`config.mk`:
```
export PLATFORM = sky130hd
export DESIGN_NAME = csa_resolve_accum
export DESIGN_NICKNAME = d
export VERILOG_FILES = /design/src/rtl/csa_resolve_accum.sv
export SDC_FILE = /design/constraint.sdc
export NUM_CORES = 1
export LEC_CHECK = 0
export ABC_AREA = 1
export BUFFER_PORTS_ARGS = -buffer_cell sky130_fd_sc_hd__buf_2
export CAP_MARGIN = 20
export CORE_AREA = 2 2 170 213
export CTS_CLUSTER_DIAMETER = 80
export DETAILED_ROUTE_END_ITERATION = 12
export DIE_AREA = 0 0 172 215
export PLACE_DENSITY = 0.54
export SKIP_LAST_GASP = 1
export SLEW_MARGIN = 20
export SYNTH_ARGS = -nofsm -noshare
export SYNTH_HDL_FRONTEND = slang
export SYNTH_SLANG_ARGS = --single-unit
```
`constraint.sdc`:
```
create_clock -name clk -period 1.9 [get_ports clk]
set_clock_uncertainty 0.1 [all_clocks]
set_input_delay 0.38 -clock clk [delete_from_list [all_inputs] [get_ports clk]]
set_output_delay 0.38 -clock clk [all_outputs]
set_load 0.02 [all_outputs]
```
`src/rtl/csa_resolve_accum.sv`:
```
// Resolves a carry-save (vs, vc) pair in two half-width stages and sums ACC_LEN
// resolved words into one frame result, with a valid/ready handshake on both ends.
module csa_resolve_accum #(
   parameter int unsigned BITS    = 32,
   parameter int unsigned CGES    = 49,
   parameter int unsigned MAX     = $clog2(CGES) + BITS,
   parameter int unsigned ACC_LEN = 4,
   parameter int unsigned OUT_W   = MAX + $clog2(ACC_LEN) + 1
) (
   input  logic             clk,
   input  logic             reset_n,
   input  logic             en,
   input  logic             clear,
   input  logic [MAX-1:0]   vs,
   input  logic [MAX-1:0]   vc,
   input  logic             in_valid,
   output logic             in_ready,
   output logic [OUT_W-1:0] result,
   output logic             out_valid,
   input  logic             out_ready
);

   localparam int unsigned H  = MAX / 2;
   localparam int unsigned HW = MAX - H;
   localparam int unsigned CW = (ACC_LEN > 1) ? $clog2(ACC_LEN) : 1;
   localparam logic [CW-1:0] CntLast = CW'(ACC_LEN - 1);

   logic             adv;
   logic             frame_done;
   logic [H:0]       lo_full;
   logic [HW-1:0]    hi_sum;
   logic [OUT_W-1:0] acc_next;

   logic [H-1:0]     s1_lo;
   logic             s1_c;
   logic [HW-1:0]    s1_vs_hi;
   logic [HW-1:0]    s1_vc_hi;
   logic             s1_v;
   logic [MAX-1:0]   s2_sum;
   logic             s2_v;
   logic [CW-1:0]    cnt;
   logic [OUT_W-1:0] acc;

   // The whole pipeline moves in lockstep; a held result stalls everything upstream.
   always_comb begin
      adv        = en & (~out_valid | out_ready) & ~clear;
      in_ready   = adv;
      lo_full    = {1'b0, vs[H-1:0]} + {1'b0, vc[H-1:0]};
      hi_sum     = s1_vs_hi + s1_vc_hi + HW'(s1_c);
      acc_next   = acc + {{(OUT_W - MAX){1'b0}}, s2_sum};
      frame_done = adv & s2_v & (cnt == CntLast);
   end

   always_ff @(posedge clk or negedge reset_n) begin
      if (!reset_n) begin
         s1_lo    <= '0;
         s1_c     <= 1'b0;
         s1_vs_hi <= '0;
         s1_vc_hi <= '0;
         s1_v     <= 1'b0;
         s2_sum   <= '0;
         s2_v     <= 1'b0;
         cnt      <= '0;
         acc      <= '0;
      end else if (clear) begin
         s1_v <= 1'b0;
         s2_v <= 1'b0;
         cnt  <= '0;
         acc  <= '0;
      end else if (adv) begin
         s1_lo    <= lo_full[H-1:0];
         s1_c     <= lo_full[H];
         s1_vs_hi <= vs[MAX-1:H];
         s1_vc_hi <= vc[MAX-1:H];
         s1_v     <= in_valid;
         s2_sum   <= {hi_sum, s1_lo};
         s2_v     <= s1_v;
         if (s2_v) begin
            if (cnt == CntLast) begin
               acc <= '0;
               cnt <= '0;
            end else begin
               acc <= acc_next;
               cnt <= cnt + CW'(1);
            end
         end
      end
   end

   // Draining depends only on out_ready, so a result can leave while en is low.
   always_ff @(posedge clk or negedge reset_n) begin
      if (!reset_n) begin
         result    <= '0;
         out_valid <= 1'b0;
      end else if (clear) begin
         result    <= '0;
         out_valid <= 1'b0;
      end else if (frame_done) begin
         result    <= acc_next;
         out_valid <= 1'b1;
      end else if (out_ready) begin
         out_valid <= 1'b0;
      end
   end

endmodule

```
## Word-level counts from Yosys, hierarchy flattened

Index checks and enable logic that the tools add are counted.

| operators by class | value |
|---|---|
| bitwise gates (word level) | 7 |
| mux-type cells | 17 |
| eq/ne operators | 1 |
| add/subtract/negate cells | 5 |
| reductions and logical operators | 6 |

Operator list:

| kind | count |
|---|---|
| $mux 41 | 6 |
| $add 41x38->41 | 1 |
| $add 19x19->20 | 1 |
| $add 19x1->19 | 1 |
| $add 19x19->19 | 1 |
| $mux 2 | 4 |
| $mux 1 | 7 |
| $reduce_bool 2->1 | 3 |
| $and 1x1->1 | 4 |
| $reduce_and 2->1 | 2 |
| $reduce_bool 3->1 | 1 |
| $add 2x1->2 const B | 1 |
| $eq 2x2->1 const B | 1 |
| $not 1->1 | 2 |
| $or 1x1->1 | 1 |

| storage, ports and cells | value |
|---|---|
| output and inout bits | 43 |
| register bits | 183 |

## Longest topological paths before layout

| depth | value |
|---|---|
| depth in word-level cells | 8 |
| gate-level depth with buffers | 15 |

## Worst setup path after synthesis

OpenSTA, ideal clock, no wires.

| path | value |
|---|---|
| kind | register to register |
| from | reg s1_c |
| to | reg s2_sum[29] |
| path slack | -0.133 ns |
| setup time | 0.131 ns |
| cell stages (with the launch flop) | 13 |
| arrival time | 1.802 ns |
| required time | 1.669 ns |
| cell sequence | dfrtp_1 > inv_1 > fa_1 > inv_1 > fa_1 > nand3_1 > nand2_1 > nand2_1 > nand2_1 > inv_1 > o21ai_1 > xnor2_1 > o21ai_1 |

| on the way | value |
|---|---|
| word-level cells in the longest chain between the ends | 1 |

Ends and longest elaborated chain:

| what | line | text |
|---|---|---|
| from (decl) | 35 | `logic s1_c;` |
| from (signal assigned) | 72 | `s1_c <= lo_full[H];` |
| $add 19x1->19 | 49 | `hi_sum = s1_vs_hi + s1_vc_hi + HW'(s1_c);` |
| to (signal assigned) | 76 | `s2_sum <= {hi_sum, s1_lo};` |
| to (decl) | 39 | `logic [MAX-1:0] s2_sum;` |

Every way passes these cells.
A chain may end at the register's enable or synchronous reset.

## Worst setup path after layout

| path | value |
|---|---|
| from | reg s2_sum[0] |
| to | reg result[10] |

| on the way | value |
|---|---|
| word-level cells in the longest chain between the ends | 3 |

Ends and longest elaborated chain:

| what | line | text |
|---|---|---|
| $add 41x38->41 | 50 | `acc_next = acc + {{(OUT_W - MAX){1'b0}}, s2_sum};` |
| $mux 41 | 98 | `end else if (frame_done) begin` |
| $mux 41 | 95 | `end else if (clear) begin` |
| to (signal assigned) | 99 | `result <= acc_next;` |
| to (decl) | 18 | `output logic [OUT_W-1:0] result,` |

Every way passes these cells. The select of a mux whose other input is x is not followed.

==> impl_metrics.csv <==
group,metric,value,unit
place,hpwl,30.6,mm
routing,vias_per_instance,4.80,
setup_path,cp_slowest_stage_delay,0.37,ns
place,gp_congestion,0.915,
setup_path,critical_path.max_fanout,2,
clocking,clk_transition_reported_paths,0.08,ns
timing,max_freq,458,MHz
clocking,cts_htree_levels,4,
timing,worst_case_headroom_to_the_max_slew_limit,0.760,
place,post_dp_cell_area,15000,sq um
timing,min_period,2.18,ns
pwr,p_sw,0.00995,W
final_layout,areaGrowthSynthToFinish,52.7,%
routing,firstDrtPassIters,5,
run_status,failed_checks,"setup timing",
floorplan,std_cell_rows,77,
synthesis,post_synth_instance_area,12100,sq um
setup_path,end_kind,"register",
pwr,pwr-share-seq,0.258,
global_route,grt.overflow.total,0,
setup_path,ordered_list_of_cells_on_the_worst_path,"ha_2 -> inv_2 -> fa_2 -> inv_4 -> buf_6 -> nand2_2 -> nand3_2 -> nand2_2 -> nand2_4 -> buf_6 -> buf_4 -> xnor2_2 -> nor2_1 -> nand2_1 -> nand2_1",
timing,worst_slack,-0.282,ns
final_layout,antenna_diode_count,0,
routing,wl_per_cell,16.0,microns
final_layout,register_area,4590,sq um
final_layout,drive_gt1_frac,0.410,
pwr,power_switching_share,0.432,
global_route,antenna_violations_before_repair,0,
synthesis,syn-mean-instance-area,6.88,sq um
setup_path,required_time_at_the_endpoint_of_the_critical_path,2.15,ns
place,post-place-cells,2535,
timing,rsz0062_at_grt,"yes",
place,port_buffers,124,
global_route,groute.usage.overall,0.228,
timing,report.final.slew_viol_count,0,
clocking,cts.sink_count,183,
final_layout,multi_input_gate_area_in_the_final_layout,8820,sq um
timing,min_period_over_period,1.15,
routing,detailroute.via_count,12600,
final_layout,fillCellCount,3433,
routing,post-route-drc-count,0,
clocking,cts_buffers,17,
final_layout,postLayoutCellArea,18400,sq um
run_status,status,"complete, but fails checks",
setup_path,worst-r2r-setup-slack,-0.28,ns
floorplan,pin_count,125,
global_route,grt_max_degree,77,
final_layout,nNetsFinal,2301,
synthesis,postSynthRegisterBits,183,
global_route,grt_pass1_vias,12700,
global_route,global_route_wire_length_before_repair,65.6,mm
clocking,root_buffer,"sky130_fd_sc_hd__clkbuf_16",
pwr,power.density_cell_area,1250,nW/um^2
final_layout,post_layout_cell_count,2626,
run,maxCapViolCount,0,
pwr,vdd.ir_drop.worst,0.548,mV
timing,setup_viol,70,
routing,detail_route.iter0.violations,733,
routing,routed_wirelength,41.9,mm
pwr,cellLeakagePower,9.63,nW
synthesis,synth_cell_types,40,
clocking,max-clock-path-buffers,2,
setup_path,criticalPathCategory,"register to register",
floorplan,placeable_area,35100,sq um
place,place_worst_setup_slack,-0.474,ns
timing,worst_hold_slack,0.0156,ns
synthesis,mapped_nets,1916,
timing,worst-slew-pin-transition,0.357,ns
synthesis,yosysSeqAreaShare,0.379,
clocking,cts_tree,"done",
floorplan,start_util,0.345,
synthesis,synth_warnings,0,
floorplan,floorplan.die.height,215,microns
pwr,share_clk_of_total_power,0.160,
setup_path,cpMaxStageDelayCell,"sky130_fd_sc_hd__dfrtp_1",
pwr,report.power.total,0.0230,W
clocking,worst_skew_pair.late_latency,0.46,ns
floorplan,die-area,37000,sq um
floorplan,die-width,172,microns
timing,final-hold-violation-count,0,
pwr,power.combinational.fraction,0.582,
setup_path,timing.critical_path.arrival,2.43,ns
setup_path,critPathLaunchType,"register",
pwr,cell_internal_pwr,0.0131,W
synthesis,number_of_cells_produced_by_synthesis,1755,
min_path,worst_hold_path_type,"input pin to register",
routing,ant_nets,0,
[worst paths after layout]
path | depth (start not counted) | end | from
setup reg to reg | 15 | result[10] | s2_sum[0]
min in group asynchronous | 2 | s1_lo[6] | reset_n
max in group asynchronous | 3 | acc[20] | reset_n
setup / recovery | 15 | result[10] | s2_sum[0]
hold / removal | 3 | s1_vs_hi[11] | vs[30]
hold reg to reg | 2 | result[31] | result[31]
[power by group through the flow]
stage / registers, W / clock network [W] / logic, W
6_report: 0.00595 / 0.00368 / 0.0134
3_3_place_gp: 0.00569 / 0 / 0.00934
4_1_cts: 0.00587 / 0.00377 / 0.0116
3_5_place_dp: 0.00571 / 0 / 0.00939
5_1_grt: 0.00608 / 0.00392 / 0.0146
2_1_floorplan: 0.00592 / 0 / 0.00497
[layout by cell type, fill, tap and decap left out, types with 32 or more instances in the layout]
cell type,count
sky130_fd_sc_hd__ha_4,49
sky130_fd_sc_hd__dfrtp_1,178
sky130_fd_sc_hd__buf_4,237
sky130_fd_sc_hd__buf_2,122
sky130_fd_sc_hd__nand3_1,34
sky130_fd_sc_hd__nand4_1,45
sky130_fd_sc_hd__a21oi_2,32
sky130_fd_sc_hd__inv_1,163
sky130_fd_sc_hd__nor2_4,34
sky130_fd_sc_hd__nand2_2,106
sky130_fd_sc_hd__nand2_4,46
sky130_fd_sc_hd__nand2_1,596
sky130_fd_sc_hd__inv_2,33
sky130_fd_sc_hd__o21ai_0,49
sky130_fd_sc_hd__nor2_1,61
[per-stage QoR]
step | TNS (ns) | util
2_1_floorplan | -0.0526 | -
3_3_place_gp | -19.84 | 0.427
3_5_place_dp | -21.20 | 0.427
4_1_cts | -9.77 | 0.491
5_1_grt | -17.54 | 0.526
6_report | -10.30 | 0.526
[Yosys cell counts]
master / count / area (sq um)
sky130_fd_sc_hd__nand2_1: 746 / 2800
sky130_fd_sc_hd__inv_1: 202 / 758
sky130_fd_sc_hd__dfrtp_1: 183 / 4580
sky130_fd_sc_hd__nor2_1: 108 / 405
sky130_fd_sc_hd__o21ai_0: 80 / 400
sky130_fd_sc_hd__ha_1: 75 / 938
sky130_fd_sc_hd__a21oi_1: 71 / 355
sky130_fd_sc_hd__nand3_1: 63 / 315
sky130_fd_sc_hd__nand4_1: 45 / 282
sky130_fd_sc_hd__xnor2_1: 21 / 184
sky130_fd_sc_hd__buf_2: 18 / 90.1
sky130_fd_sc_hd__clkbuf_1: 18 / 67.6
sky130_fd_sc_hd__o21ai_1: 18 / 90.1
sky130_fd_sc_hd__nor3_1: 15 / 75.1
sky130_fd_sc_hd__nand3b_1: 14 / 105
sky130_fd_sc_hd__nor2_2: 10 / 62.6
sky130_fd_sc_hd__a21o_1: 6 / 45.0
sky130_fd_sc_hd__nand3_2: 6 / 60.1
sky130_fd_sc_hd__o21ai_2: 6 / 52.6
sky130_fd_sc_hd__a22o_1: 5 / 43.8
sky130_fd_sc_hd__o21bai_1: 5 / 37.5
sky130_fd_sc_hd__fa_1: 4 / 80.1
sky130_fd_sc_hd__xor2_1: 4 / 35.0
sky130_fd_sc_hd__a31oi_1: 3 / 18.8
sky130_fd_sc_hd__and2_1: 3 / 18.8
sky130_fd_sc_hd__buf_4: 3 / 22.5
sky130_fd_sc_hd__inv_2: 3 / 11.3
sky130_fd_sc_hd__nand2_2: 3 / 18.8
sky130_fd_sc_hd__o31ai_1: 3 / 22.5
sky130_fd_sc_hd__a32o_1: 2 / 20.0
sky130_fd_sc_hd__buf_1: 2 / 7.51
sky130_fd_sc_hd__nor4_1: 2 / 12.5
sky130_fd_sc_hd__a211oi_1: 1 / 7.51
sky130_fd_sc_hd__a31o_2: 1 / 8.76
sky130_fd_sc_hd__buf_6: 1 / 11.3
sky130_fd_sc_hd__nor2_4: 1 / 11.3
sky130_fd_sc_hd__o211a_1: 1 / 10.0
sky130_fd_sc_hd__o22ai_1: 1 / 6.26
sky130_fd_sc_hd__or2_0: 1 / 6.26
sky130_fd_sc_hd__or2_2: 1 / 6.26
[cell families (layout without fill, tap and decap cells)]
family,after synthesis,count (layout),synth area share
DFF,183,183,0.379
adders and majority gates,79,79,0.0843
buffers and inverters,247,644,0.0801
and+or+nand+nor,1018,1018,0.346
AOI/OAI and AO/OA,203,203,0.0926
xor gates and xnor gates,25,25,0.0181
[worst max-delay path, delay by kind of cell (launching register included)]
| kind | cells | cell delay [ns] |
|---|---|---|
| flops | 1 | 0.37 |
| xor+xnor | 1 | 0.10 |
| fa+ha+maj | 2 | 0.55 |
| buf+inv | 5 | 0.46 |
| simple gates | 7 | 0.49 |
[layer usage]
layer / track usage / share of wire / up-vias
li1: - / - / 6358
met1: 0.290 / 0.44 / 5917
met2: 0.386 / 0.50 / 274
met3: 0.0387 / 0.041 / 66
met4: 0.0782 / 0.027 / 0
met5: 0 / 0 / -
[what timing repair did]
item | 4_1_cts | 5_1_grt
cloned | 0 | 0
setup endpoints to repair | 89 | 95
gates resized for setup | 322 | 265
setup buffers | 38 | 30
endpoints found under the hold margin | 27 | 0
hold buffers | 2 | 0
pin swaps | 128 | 186
[state kept, by name, summed over array words and instances, names as in the netlist, 2 cells and up]
register  count
s1_lo        19
s2_sum       38
s1_vc_hi     19
s1_vs_hi     19
cnt           2
result       41
acc          41
[final cells by class]
class,count,area share
Tap cell,474,0.0322
Timing Repair Buffer,408,0.167
Clock inverter,12,0.00760
Inverter,205,0.0429
Clock buffer,19,0.0240
Sequential cell,183,0.249
Multi-Input combinational cell,1325,0.478
Note: power is estimated with default switching activity, not from simulation.
